$ cat config.mk
export PLATFORM = sky130hd
export DESIGN_NAME = bellek_hakemi
export DESIGN_NICKNAME = d
export VERILOG_FILES = /design/src/rtl/bellek_hakemi_pkg.sv /design/src/rtl/hakem_oncelik.sv /design/src/rtl/bellek_hakemi.sv
export SDC_FILE = /design/constraint.sdc
export NUM_CORES = 1
export LEC_CHECK = 0
export ABC_AREA = 1
export CORE_ASPECT_RATIO = 1.4
export CORE_MARGIN = 2
export CORE_UTILIZATION = 43
export DETAILED_ROUTE_END_ITERATION = 7
export PLACE_DENSITY = 0.88
export SYNTH_ARGS = -nofsm -noshare
export SYNTH_HDL_FRONTEND = slang
export SYNTH_SLANG_ARGS = --single-unit
$ cat constraint.sdc
create_clock -name clk -period 2.2 [get_ports clk]
set_input_delay 0.44 -clock clk [delete_from_list [all_inputs] [get_ports clk]]
set_output_delay 0.44 -clock clk [all_outputs]
set_load 0.05 [all_outputs]
$ cat src/rtl/bellek_hakemi_pkg.sv
// Shared constants for the two-requester memory port arbiter:
// state encoding, requester indices and default bus widths.
package bellek_hakemi_pkg;

    // FSM state encoding
    localparam logic [1:0] BOSTA  = 2'd0;
    localparam logic [1:0] ERISIM = 2'd1;
    localparam logic [1:0] YANIT  = 2'd2;

    // Requester indices: I0 is the core, I1 the loader/debug DMA
    localparam logic I0 = 1'b0;
    localparam logic I1 = 1'b1;

    // Default bus geometry and post-reset memory address
    localparam int          ADRES_BIT   = 32;
    localparam int          VERI_BIT    = 32;
    localparam logic [31:0] SIFIR_ADRES = 32'h8000_0000;

endpackage

$ cat src/rtl/hakem_oncelik.sv
// Two-way round-robin selector: a lone request wins outright, a tie goes
// to the requester that was not granted last.
module hakem_oncelik (
    input  logic [1:0] istek,
    input  logic       last_grant,
    output logic       gecerli,
    output logic       secilen
);
    import bellek_hakemi_pkg::*;

    // Pick the winner among the current requests
    always_comb begin
        gecerli = |istek;
        secilen = I0;
        if (istek == 2'b11) begin
            secilen = ~last_grant;
        end else if (istek[1]) begin
            secilen = I1;
        end
    end

endmodule

$ cat src/rtl/bellek_hakemi.sv
// Shares one memory port between the core (i0) and the loader/DMA (i1).
// One transaction at a time: BOSTA samples requests, ERISIM drives the
// latched address/data for one cycle, YANIT waits out the read latency.
module bellek_hakemi #(
    parameter int                       ADRES_BIT   = bellek_hakemi_pkg::ADRES_BIT,
    parameter int                       VERI_BIT    = bellek_hakemi_pkg::VERI_BIT,
    parameter int                       OKU_GECIKME = 1,
    parameter logic [ADRES_BIT-1:0]     SIFIR_ADRES = ADRES_BIT'(bellek_hakemi_pkg::SIFIR_ADRES)
) (
    input  logic                 clk,
    input  logic                 rst,
    input  logic                 i0_istek,
    input  logic [ADRES_BIT-1:0] i0_adres,
    input  logic                 i0_yaz,
    input  logic [VERI_BIT-1:0]  i0_yaz_veri,
    output logic                 i0_bitti,
    output logic [VERI_BIT-1:0]  i0_oku_veri,
    input  logic                 i1_istek,
    input  logic [ADRES_BIT-1:0] i1_adres,
    input  logic                 i1_yaz,
    input  logic [VERI_BIT-1:0]  i1_yaz_veri,
    output logic                 i1_bitti,
    output logic [VERI_BIT-1:0]  i1_oku_veri,
    output logic [ADRES_BIT-1:0] bellek_adres,
    output logic                 bellek_yaz,
    output logic [VERI_BIT-1:0]  bellek_yaz_veri,
    input  logic [VERI_BIT-1:0]  bellek_oku_veri
);
    import bellek_hakemi_pkg::*;

    // Read countdown start value; latency is limited to 1..3 so 2 bits suffice
    localparam logic [1:0] SAYAC_YUK = 2'(OKU_GECIKME - 1);

    logic [1:0]           state_reg;
    logic                 owner_reg;
    logic                 last_grant_reg;
    logic                 yaz_reg;
    logic [1:0]           sayac_reg;
    logic [ADRES_BIT-1:0] adres_reg;
    logic [VERI_BIT-1:0]  yaz_veri_reg;

    logic                 gecerli;
    logic                 secilen;
    logic                 yaz_bitti;
    logic                 oku_bitti;

    // Per-requester views so the grant mux and outputs can be generated
    logic [1:0]                istek_vec;
    logic [ADRES_BIT-1:0]      adres_arr    [2];
    logic                      yaz_arr      [2];
    logic [VERI_BIT-1:0]       yaz_veri_arr [2];
    logic [1:0]                bitti_vec;
    logic [VERI_BIT-1:0]       oku_veri_arr [2];

    assign istek_vec       = {i1_istek, i0_istek};
    assign adres_arr[0]    = i0_adres;
    assign adres_arr[1]    = i1_adres;
    assign yaz_arr[0]      = i0_yaz;
    assign yaz_arr[1]      = i1_yaz;
    assign yaz_veri_arr[0] = i0_yaz_veri;
    assign yaz_veri_arr[1] = i1_yaz_veri;

    hakem_oncelik u_oncelik (
        .istek      (istek_vec),
        .last_grant (last_grant_reg),
        .gecerli    (gecerli),
        .secilen    (secilen)
    );

    // Main FSM: grant, latch the winner's request, count out the read latency
    always_ff @(posedge clk) begin
        if (rst) begin
            state_reg      <= BOSTA;
            owner_reg      <= I0;
            last_grant_reg <= I1;
            yaz_reg        <= 1'b0;
            sayac_reg      <= 2'd0;
            adres_reg      <= SIFIR_ADRES;
            yaz_veri_reg   <= '0;
        end else begin
            case (state_reg)
                BOSTA: begin
                    if (gecerli) begin
                        owner_reg      <= secilen;
                        last_grant_reg <= secilen;
                        adres_reg      <= adres_arr[secilen];
                        yaz_reg        <= yaz_arr[secilen];
                        yaz_veri_reg   <= yaz_veri_arr[secilen];
                        state_reg      <= ERISIM;
                    end
                end
                ERISIM: begin
                    if (yaz_reg) begin
                        state_reg <= BOSTA;
                    end else begin
                        sayac_reg <= SAYAC_YUK;
                        state_reg <= YANIT;
                    end
                end
                YANIT: begin
                    if (sayac_reg == 2'd0) begin
                        state_reg <= BOSTA;
                    end else begin
                        sayac_reg <= sayac_reg - 2'd1;
                    end
                end
                default: state_reg <= BOSTA;
            endcase
        end
    end

    // Completion decode: a write finishes in ERISIM, a read when the count hits zero
    always_comb begin
        yaz_bitti = (state_reg == ERISIM) && yaz_reg;
        oku_bitti = (state_reg == YANIT) && (sayac_reg == 2'd0);
    end

    assign bellek_adres    = adres_reg;
    assign bellek_yaz      = yaz_bitti;
    assign bellek_yaz_veri = yaz_veri_reg;

    // Per-requester completion pulse and read-data hold register
    generate
        for (genvar gi = 0; gi < 2; gi++) begin : g_istekci
            logic [VERI_BIT-1:0] oku_veri_reg;
            logic                benim;

            assign benim         = (owner_reg == 1'(gi));
            assign bitti_vec[gi] = (yaz_bitti || oku_bitti) && benim;

            // Capture the memory word on this requester's read completion
            always_ff @(posedge clk) begin
                if (rst) begin
                    oku_veri_reg <= '0;
                end else if (oku_bitti && benim) begin
                    oku_veri_reg <= bellek_oku_veri;
                end
            end

            // Memory data goes straight through in the completion cycle
            assign oku_veri_arr[gi] = (oku_bitti && benim) ? bellek_oku_veri : oku_veri_reg;
        end
    endgenerate

    assign i0_bitti    = bitti_vec[0];
    assign i1_bitti    = bitti_vec[1];
    assign i0_oku_veri = oku_veri_arr[0];
    assign i1_oku_veri = oku_veri_arr[1];

endmodule

# Yosys cells after proc, flatten, opt, wreduce, memory -nomap -nowiden
# Cells that the tools add are included.
# totals
reg_bits	135
latchBits	0
ram_bits	0
mem_bits_ro	0
input_bits	166
output_inout_bits	131
elab_cells	55
memories	0
# classes
add_sub_neg	1
multipliers	0
div_mod_pow	0
magnitude_cmp	1
n_eq_ne	7
n_shift	0
mux	20
n_bitwise	3
n_reduce_logical	14
# op_table
operator	n
32-bit 2-to-1 mux	8
2-bit 2-to-1 mux	5
2-bit inequality test, second input constant	4
1-bit logical AND	6
2-bit one-hot mux with 3 select lines	1
1-bit 2-to-1 mux	5
2-bit == test, second input constant	2
2-bit zero test	2
2-bit one-hot mux with 2 select lines	1
2-bit AND reduction	2
3-bit AND reduction	1
2-bit by 1-bit == test with 1-bit output, second input constant	1
2-bit >= comparator, second input constant	1
1-bit NOT	2
1-bit NOT with 2-bit output	1
2-bit nonzero test	1
2-bit OR reduction	1
2-bit by 1-bit subtractor with 2-bit output, second input constant	1
1-bit logical OR	1

# Longest topological paths before layout
# depth
word_depth	6
ltp_mapped	8
mapped_depth_nobuf	7

# Hierarchy
# A second synthesis with hierarchy kept.
# hier_totals
hier_cells	1050
hier_area_um2	6552.5
# modules_own_cells
module	n_inst	cells_each	area_per_inst_um2	seq_area_each_um2
bellek_hakemi	1	1047	6537.5	2702.6
hakem_oncelik	1	3	15.0	0.0

# Least setup slack after synthesis
# OpenSTA, ideal clock, no wires.
# synth_path
kind	flip-flop to output port
from	register sayac_reg[0]
to	output i0_bitti
arrival_time_ns	1.902
required_time_ns	1.760
setup_slack_ns	-0.142
stages_incl_launch_ff	7
n_path_buf	2
path_cell_list	dfxtp_1 -> inv_1 -> ha_1 -> buf_2 -> buf_1 -> nand2_1 -> a21oi_1
# synth_via
elab_chain_cells	4
# synth_lines
element	line_no	text
start: declaration	bellek_hakemi.sv:38	logic [1:0] sayac_reg;
start signal: assignment	bellek_hakemi.sv:104	sayac_reg <= sayac_reg - 2'd1;
2-bit zero test	bellek_hakemi.sv:115	oku_bitti = (state_reg == YANIT) && (sayac_reg == 2'd0);
1-bit logical AND	bellek_hakemi.sv:115	
1-bit logical OR	bellek_hakemi.sv:129	assign bitti_vec[gi] = (yaz_bitti || oku_bitti) && benim;
1-bit logical AND	bellek_hakemi.sv:129	
end: declaration	bellek_hakemi.sv:16	output logic i0_bitti,
# Every way passes these cells.

# Worst setup path in the final report
# layout_path
from	register sayac_reg[0]
to	output i1_oku_veri[28]
# layout_via
elab_chain_cells	4
# layout_lines
element	line_no	text
2-bit zero test	bellek_hakemi.sv:115	
1-bit logical AND	bellek_hakemi.sv:115	
1-bit logical AND	bellek_hakemi.sv:141	assign oku_veri_arr[gi] = (oku_bitti && benim) ? bellek_oku_veri : oku_veri_reg;
32-bit 2-to-1 mux	--	
end: declaration	bellek_hakemi.sv:23	output logic [VERI_BIT-1:0] i1_oku_veri,
# Every way passes these cells.

==> summary.md <==
| Metric | Value |
|---|---|
| Final routed DRC violation total | `0` |
| Seq cells post-synth | `~140` |
| Max transition margin | `a little over three fifths` |
| CP peak stage delay | `~310 ps` |
| Ys async rst share | `0%` |
| Number of synthesized flops with an enable pin | `0` |
| Peak VDD IR | `about 0.46 mV` |
| Max reg flops | `64` |
| Ys Warns | `0` |
| Static Leak | `approximately 6.3 nW` |
| Most frequent cells after synthesis | `nand2_1, inv_1, nor2_1` |
| Worst Tran Pin Value | `between 500 and 600 ps` |
| CTS root buf | `clkbuf_16` |
| Outcome | `finished, violations left` |
| FF-to-FF path depth | `9` |
| Cell taking the most area after synthesis | `dfxtp_1` |
| # hold bufs at CTS | `0` |
| Critical path's top delay family | `buffers and inverters` |
| Reg clk slew, reported paths | `70 ps` |
| Effective utilization at floorplan | `approximately 44%` |
| Core Region | `~0.016 sq mm` |
| Clk_lat worst skew | `around 400 ps` |
| ANT nets after route | `0` |
| Number of distinct library cells after synthesis | `17` |
| I/O pin count | `between 200 and 300` |
| RSZ-0062 raised after global routing | `yes` |
| Worst hold start | `rst` |
| Cell area power density | `~710 mW/mm^2` |
| Crit-path slowest cell | `dfxtp_2` |
| Met2 Usage GRT | `44.3%` |
| Number of max-cap violations | `0` |
| Post-DP HPWL | `15.5 mm` |
| Reg-to-reg slack, setup | `770 ps` |
| Final setup viols | `3` |
| Layout cells sized above 1 | `between 10% and 20%` |
| Switching power | `around 3.0 mW` |
| Mapped cell area | `just over 0.007 sq mm` |
| Pre-CTS setup slack | `268 ps` |
| Critical-path cell list | `inv_2 -> ha_4 -> nand4_1 -> buf_4 -> nand2_1 -> nand2_1 -> inv_1 -> buf_12` |
| Comb pwr share | `33.3%` |
| CTS tree | `done` |
| Clk pwr share | `between 30 and 40%` |
| Worst path buffer plus inverter count | `4` |
| First-pass GRT wire length | `between 30 and 40 mm` |
| Worst setup slack after layout | `-12.8 ps` |
| Final core occ | `between 70% and 80%` |
| Final hold violation count | `0` |
| Mean post-synth cell area | `around 5.7 sq um` |
| Num CTS Buffers | `17` |
| Port bufs | `slightly below 300` |
| Busiest grt layer | `met2` |
| Worst path most repeated cell | `nand2_1` |
| Share of the synthesized area in the top cell type | `38.0%` |
| GRT Util Overall | `between 20 and 25%` |
| Vias per cell | `around 4.7` |
| Ys flop type | `dfxtp_1` |
| HP Class | `in2reg` |
| 1st-iter DRT viols | `602` |
| Number of global-route vias before repair | `7,532` |
| WHS Endpoint | `g_istekci[0].oku_veri_reg[8]$_SDFF_PP0_` |
| Syn_nets | `about 1,400` |
| Die ar. | `~0.018 sq mm` |
| Clock Tree Buf Depth | `2` |
| Critical Path Start Type | `flip-flop` |
| Largest cells by area after synthesis | `dfxtp_1, nand2_1, inv_1, nor2_1, nand4_1` |
| Clock sinks | `around 140` |
| Area grow syn2layout | `69.0%` |
| Gp weighted congestion | `0.861` |
| Hold depth | `2` |
| Worst hold slack | `about 400 ps` |
| Register share of total power | `between 30 and 40%` |
| Setup CP Type | `reg2out` |
| Max Clock Freq | `between 400 and 500 MHz` |
| Met1 Resource Use GR | `about 26%` |
| Final Skew | `between 10 and 15 ps` |
| Worst Setup End Kind | `primary output` |
| Register area share after synthesis | `between 30 and 40%` |
| Cells after Synth | `1,245` |
| Die height | `around 160 um` |
| Cell with the most instances after synthesis | `nand2_1` |
| Largest net degree at the start of global routing | `about 70` |
| Crit-path max FO | `8` |
| Via count | `between 8,000 and 9,000` |
| Internal | `about 5.5 mW` |
| H-tree Lvls | `4` |
| Worst r2r src | `sayac_reg[0]$_SDFFE_PP0P_` |
| Reg-to-reg endpoint | `g_istekci[0].oku_veri_reg[12]$_SDFF_PP0_` |
| Iteration count of the initial detailed-routing pass | `7` |
| Crit path DAT | `about 1800 ps` |
| WL final | `~25 mm` |
| Failing checks | `setup timing` |
| Fin crit share | `101%` |
| Nets | `roughly 1,700` |
| Fin. max-slew vios | `0` |
| Tmin final | `~2200 ps` |
| Stages on worst setup path | `8` |
| Row count | `between 50 and 60` |
| CP required | `roughly 1800 ps` |
| Initial antenna violation count | `2` |
| Met3 Use GR | `between 7 and 8%` |
| Detailed-route wire length per cell | `~14 um` |
| Sw frac | `35.2%` |
| Die width | `~110 um` |
| Grt ovf | `0` |
area by class of cell:
cell class,instances,area [sq um]
diodes,2,5.00
clock buffers,19,453
clock inverters,13,160
fillers,1173,4150
inverters,298,1120
multi-input cells,742,3260
flip-flops and latches,135,2710
well taps,199,249
repair buffers,336,4060
cells by family after synthesis:
| logic type | after synthesis | synth area share (%) |
|---|---|---|
| simple gates | 733 | 41.1 |
| buf+inv | 368 | 20.1 |
| flops | 135 | 38.0 |
| compound gates | 8 | 0.616 |
| fa+ha+maj | 1 | 0.176 |
routing by layer:
metal	wire length, um	up-vias
met3	2120	68
li1	-	4120
met1	8780	3644
met5	0	-
met4	1010	0
met2	12700	378
worst max path at each step:
stage | slack, ps | to | from
global placement | 320 | i1_oku_veri[22] | bellek_oku_veri[22]
detailed placement | 270 | bellek_yaz_veri[6]$_SDFFE_PP0P_ | i1_istek
CTS | 0.5 | i1_oku_veri[3] | sayac_reg[1]$_SDFFE_PP0P_
global route | -120 | i1_oku_veri[23] | sayac_reg[0]$_SDFFE_PP0P_
finish | -10 | i1_oku_veri[28] | sayac_reg[0]$_SDFFE_PP0P_
floorplan | -140 | i0_bitti | sayac_reg[0]$_SDFFE_PP0P_
metrics by stage:
| step | TNS, ps | cell area [sq um] | std cells | power [mW] |
|---|---|---|---|---|
| finish | -29.4 | 12000 | 1744 | 8.54 |
| detailed placement | 0 | 10600 | 1689 | 5.36 |
| global route | -3740 | 12000 | 1743 | 8.93 |
| CTS | 0 | 11300 | 1727 | 8.36 |
| global placement | 0 | 10600 | 1689 | 5.32 |
| floorplan | -284 | 7110 | 1245 | 4.36 |
placed cells by master, fill, tap and decap left out, types with 23 or more instances in the layout:
cell type | synthesis | routed
clkdlybuf4s50_1 | 0 | 228
nor2_1 | 262 | 260
nand2_1 | 399 | 321
dfxtp_1 | 135 | 132
buf_12 | 0 | 46
inv_2 | 3 | 51
inv_1 | 294 | 244
clkbuf_16 | 0 | 23
nand2_2 | 0 | 70
nand4_1 | 67 | 67
buf_8 | 0 | 23
power groups by stage:
stage / Combinational, mW / Clock, mW / Sequential, mW
finish: 2.85 / 2.96 / 2.74
global route: 3.05 / 3.12 / 2.75
CTS: 2.62 / 3.01 / 2.73
detailed placement: 2.57 / 0 / 2.79
global placement: 2.54 / 0 / 2.78
floorplan: 1.09 / 0 / 3.27
worst register-to-register path: cells and delay by family (launching register included):
| family | cells | cell delay, ps |
|---|---|---|
| simple gates | 4 | 320 |
| buf+inv | 4 | 560 |
| flops | 1 | 310 |
| fa+ha+maj | 1 | 180 |
repair_timing:
action | 4_1_cts | 5_1_grt
pin swaps | 2 | 10
resized for setup | 22 | 189
setup buffers | 3 | 7
setup endpoints to repair | 64 | 66
cloned | 3 | 8
Note: power is estimated with default switching activity, not from simulation.
